## config.mk

```make
export PLATFORM = sky130hd
export DESIGN_NAME = vn_collect_fifo
export DESIGN_NICKNAME = d
export VERILOG_FILES = /design/src/rtl/vn_collect_fifo.sv
export SDC_FILE = /design/constraint.sdc
export NUM_CORES = 1
export LEC_CHECK = 0
export CORE_AREA = 2 2 283 341
export CTS_BUF_LIST = sky130_fd_sc_hd__clkbuf_4 sky130_fd_sc_hd__clkbuf_8
export CTS_CLUSTER_SIZE = 12
export DETAILED_ROUTE_END_ITERATION = 12
export DIE_AREA = 0 0 285 343
export GPL_TIMING_DRIVEN = 0
export PLACE_DENSITY_LB_ADDON = 0.05
export SLEW_MARGIN = 20
export SYNTH_ARGS = -nofsm -noshare
export SYNTH_HDL_FRONTEND = slang
export SYNTH_SLANG_ARGS = --single-unit
```

## constraint.sdc

```tcl
create_clock -name CLK -period 10.2 [get_ports CLK]
set_input_delay 1.02 -clock CLK [delete_from_list [all_inputs] [get_ports CLK]]
set_output_delay 1.02 -clock CLK [all_outputs]
set_load 0.03 [all_outputs]
```

## src/rtl/vn_collect_fifo.sv

```systemverilog
// Output collector behind the edge adder switch: packs 0/1/2 VN lane values per cycle
// into a single-word FIFO drained by a ready/valid port; drops are flagged, never stalled.
module vn_collect_fifo #(
  parameter int DATA_TYPE = 32,
  parameter int DEPTH     = 16,
  localparam int CNT_W    = $clog2(DEPTH) + 1
) (
  input  logic                     CLK,
  input  logic                     rst,
  input  logic [2*DATA_TYPE-1:0]   i_vn,
  input  logic [1:0]               i_vn_valid,
  input  logic                     i_clear,
  input  logic                     i_ready,
  output logic [DATA_TYPE-1:0]     o_data,
  output logic                     o_valid,
  output logic [CNT_W-1:0]         o_count,
  output logic                     o_full,
  output logic                     o_overflow
);

  localparam int PTR_W = $clog2(DEPTH);

  logic [DATA_TYPE-1:0] mem_q [DEPTH];

  logic [PTR_W-1:0] wr_ptr_q, wr_ptr_d;
  logic [PTR_W-1:0] rd_ptr_q, rd_ptr_d;
  logic [CNT_W-1:0] count_q, count_d;
  logic             valid_q, valid_d;
  logic             full_q, full_d;
  logic             overflow_q, overflow_d;

  logic             pop;
  logic [1:0]       req;
  logic [1:0]       written;
  logic [CNT_W:0]   free;
  logic             drop;
  logic             we0, we1;
  logic [PTR_W-1:0] waddr0, waddr1;
  logic [DATA_TYPE-1:0] wdata0, wdata1;

  always_comb begin
    pop     = valid_q & i_ready;
    req     = {1'b0, i_vn_valid[0]} + {1'b0, i_vn_valid[1]};
    // A pop in the same cycle frees its slot for an incoming lane.
    free    = (CNT_W+1)'(DEPTH) - {1'b0, count_q} + (CNT_W+1)'(pop);
    drop    = (CNT_W+1)'(req) > free;
    written = drop ? free[1:0] : req;

    wdata0  = i_vn_valid[0] ? i_vn[DATA_TYPE-1:0] : i_vn[2*DATA_TYPE-1:DATA_TYPE];
    wdata1  = i_vn[2*DATA_TYPE-1:DATA_TYPE];
    waddr0  = wr_ptr_q;
    waddr1  = wr_ptr_q + PTR_W'(1);
    we0     = (written != 2'd0);
    we1     = (written == 2'd2);

    wr_ptr_d   = wr_ptr_q + PTR_W'(written);
    rd_ptr_d   = rd_ptr_q + PTR_W'(pop);
    count_d    = count_q + CNT_W'(written) - CNT_W'(pop);
    overflow_d = overflow_q | drop;

    if (i_clear) begin
      we0        = 1'b0;
      we1        = 1'b0;
      wr_ptr_d   = '0;
      rd_ptr_d   = '0;
      count_d    = '0;
      overflow_d = overflow_q;
    end

    valid_d = (count_d != '0);
    full_d  = (count_d == CNT_W'(DEPTH));
  end

  always_ff @(posedge CLK) begin
    if (rst) begin
      wr_ptr_q   <= '0;
      rd_ptr_q   <= '0;
      count_q    <= '0;
      valid_q    <= 1'b0;
      full_q     <= 1'b0;
      overflow_q <= 1'b0;
    end else begin
      wr_ptr_q   <= wr_ptr_d;
      rd_ptr_q   <= rd_ptr_d;
      count_q    <= count_d;
      valid_q    <= valid_d;
      full_q     <= full_d;
      overflow_q <= overflow_d;
    end
  end

  // Storage has no reset; only the pointers and count define what is live.
  always_ff @(posedge CLK) begin
    if (!rst) begin
      if (we0) mem_q[waddr0] <= wdata0;
      if (we1) mem_q[waddr1] <= wdata1;
    end
  end

  assign o_data     = valid_q ? mem_q[rd_ptr_q] : '0;
  assign o_valid    = valid_q;
  assign o_count    = count_q;
  assign o_full     = full_q;
  assign o_overflow = overflow_q;

endmodule
```

==> impl_metrics.yaml <==
status:
  status: "complete, no violations"
critical_path:
  reg2reg_depth: 15
  end_kind: "output port"
  worstReg2RegEnd: "mem_q[11][20]$_DFFE_PP_"
  crit_start: "rd_ptr_q[1]$_SDFF_PP0_"
  reg2reg_from: "o_valid$_SDFF_PP0_"
  critPathArrivalTime_ns: 4.55
  required_ns: 9.18
  startpoint_type: "flip-flop"
  path_class: "reg -> out"
  path_max_fanout: 10
  r2r_slack_ns: 4.89
global_routing:
  gr-total-overflow: 0
  grt_max_degree: 14
  grt_pass1_vias: 17700
  antenna_found_initial: 3
  grt_usage_pct: 20.4
  grt_pass1_wl_um: 139000
die:
  core-area_sq_um: 94600
  pin_count: 110
  die_w_um: 285
  fp.dieH_um: 343
  rows: 124
  die_area_sq_um: 97800
  initial_core_util_pct: 29.7
route:
  drc_errors: 0
  drt_first_pass_iters: 5
  drt-vias-per-instance: 5.06
  wl_per_cell_um: 31.1
  highest_layer: "met5"
  drtAntennaViolNets: 0
  wl_um: 99100
  wl_met1_um: 42300
  route.vias.total: 16100
  dr_wl_met3_um: 4230
  wl_met2_um: 49400
  drt_iter0_drc: 1176
sta:
  finalHoldViolCount: 0
  rsz0062_at_grt: "no"
  max_freq_mhz: 180
  final.setup.worst_slack_ns: 4.63
  slew_headroom_pct: 22.4
  fin_crit_sh_pct: 54.6
  drv_slew: 0
  tightest_slew_ns: 1.16
  finClkSkew_ns: 0.0260
  setup_viol: 0
  min_period_ns: 5.57
synth:
  syn_area_sq_um: 28100
  postSynth.asyncResetShare_pct: 0
  syn_avg_cell_area_sq_um: 17.6
  yosysWarnings: 0
  ys_ff_latch: 528
  netlist_instances: 1602
  synth_top_flop_cell: "edfxtp_1"
  synth-edff-count: 512
  syn_nets: 1689
  yosysSeqAreaShare_pct: 55.8
  yosysUniqueCellTypes: 56
place:
  port_buffers: 109
  dpl_worst_slack_ns: 4.06
  dp_hpwl_um: 66600
  dp_cells: 3015
  gp_congestion: 0.753
  placed_cell_area_sq_um: 32200
clock_tree:
  cts-root-buf: "clkbuf_8"
  tritoncts: "yes"
  cts_htree_levels: 3
  ctsResizeCount: 0
  path_clk_slew_ns: 0.06
  postCtsSetupBuffers: 0
  clock_sinks: 528
  cts_buffers: 98
  postCtsHoldBufs: 0
  clk_path_buf_depth: 3
  clk_latency_ns: 0.72
run:
  maxCapViolCount: 0
final_layout:
  fin_cells: 3186
  drive_above_1_share_pct: 51.8
  final_cell_area_sq_um: 34000
  final_nets: 1942
  final_core_util_pct: 35.9
  syn2layout_area_growth_pct: 20.8
worst_hold_path:
  hold_path.startpoint: "o_overflow$_SDFFE_PP0N_"
  hold_path.class: "reg -> reg"
  worstHoldEndpoint: "o_overflow$_SDFFE_PP0N_"
  hold_path_depth: 2
power:
  p_per_area_nw_per_um2: 163
  p_leak_uw: 0.0107
  ir_worst_vdd_mv: 0.0836
  fin_total_pwr_uw: 5540
## layout make-up
class	instances	area (sq um)
Clock buffer	126	1570
Inverter	17	63.8
Tap cell	1260	1580
Multi-Input combinational cell	892	11600
Fill cell	9017	60700
Antenna cell	1	2.50
Clock inverter	44	210
Timing Repair Buffer	153	2260
Buffer	165	1020
Sequential cell	528	15700
## how the worst max path moves through the flow
stage / end / slack [ns] / cells after the start
4_1_cts: o_data[2] / 4.52 / 6
2_1_floorplan: mem_q[10][0]$_DFFE_PP_ / 4.13 / 11
5_1_grt: o_data[27] / 4.53 / 6
3_3_place_gp: mem_q[2][15]$_DFFE_PP_ / -1.93 / 12
3_5_place_dp: mem_q[11][16]$_DFFE_PP_ / 4.06 / 16
6_report: o_data[27] / 4.63 / 6
## routing by layer
metal  vias up  track usage [%]
met5         -                0
met4         2             7.26
met3       149             2.95
met2       457             35.1
met1      8544             26.2
li1       6972                -
## cells in the mapped netlist, drive strengths merged, types with 3 or more instances
library cell / count / area share, %
nor2: 16 / 0.21
o22ai: 5 / 0.11
a211oi: 3 / 0.080
clkbuf: 97 / 1.3
buf: 68 / 2.2
nand4: 3 / 0.067
nand2b: 3 / 0.067
xor2: 3 / 0.093
o21ai: 3 / 0.053
mux4: 160 / 13
and2: 38 / 0.85
dfxtp: 16 / 1.1
nand3: 11 / 0.20
o211ai: 6 / 0.36
edfxtp: 512 / 55
nand2: 15 / 0.20
ha: 15 / 0.67
a21o: 4 / 0.11
inv: 17 / 0.23
a21oi: 25 / 0.85
and3: 4 / 0.093
xnor2: 5 / 0.16
a21boi: 4 / 0.15
mux2: 544 / 23
## sequential cells by signal, summed over array words and instances (netlist names)
register	cells
o_valid	1
rd_ptr_q	4
o_count	5
o_overflow	1
waddr0	4
o_full	1
mem_q	512
## cells by family (layout without fill, tap and decap cells)
family / count (synthesis) / after routing / share of synthesized area [%]
muxes: 704 / 704 / 35.4
DFF: 528 / 528 / 55.8
buffers and inverters: 182 / 505 / 3.73
and+or+nand+nor: 99 / 99 / 1.90
AOI/OAI and AO/OA: 64 / 64 / 2.14
adders and majority gates: 17 / 17 / 0.810
xor gates and xnor gates: 8 / 8 / 0.249
other: 0 / 1 / 0
## critical path: stages (launching register included)
cell and delay [ns]:
dfxtp_1 0.49, clkbuf_1 0.77, clkbuf_1 0.79, mux4_2 0.43, mux4_2 0.54, and2_1 0.19
clkdlybuf4s50_1 0.59
## cell usage in the layout (no fill, tap or decap), types with 6 or more instances in the layout
master and count:
edfxtp_1 512, dfxtp_1 16, a21oi_4 16, buf_4 6, clkinv_1 35, clkinv_2 6
mux2_4 59, and2_1 38, nand3_1 11, a21oi_1 9, clkbuf_2 9, clkdlybuf4s50_1 109
inv_1 17, nor2_1 16, mux4_2 160, mux2_2 485, buf_6 42, ha_1 15
clkbuf_4 27, clkbuf_1 88, clkbuf_8 100, buf_2 18, nand2_1 15, buf_16 40
## power breakdown
| group | total, uW | switching, uW | internal, uW |
|---|---|---|---|
| registers | 2490 | 29.5 | 2460 |
| clock network | 1960 | 945 | 1020 |
| logic | 1080 | 603 | 478 |
## through the flow
step / TNS (ns) / hold slack, ns
floorplan: 0 / 0.566
global placement: -180.31 / 0.463
detailed placement: 0 / 0.470
CTS: 0 / 0.484
global route: 0 / 0.549
finish: 0 / 0.479
Power figures use the tool's default switching activity.
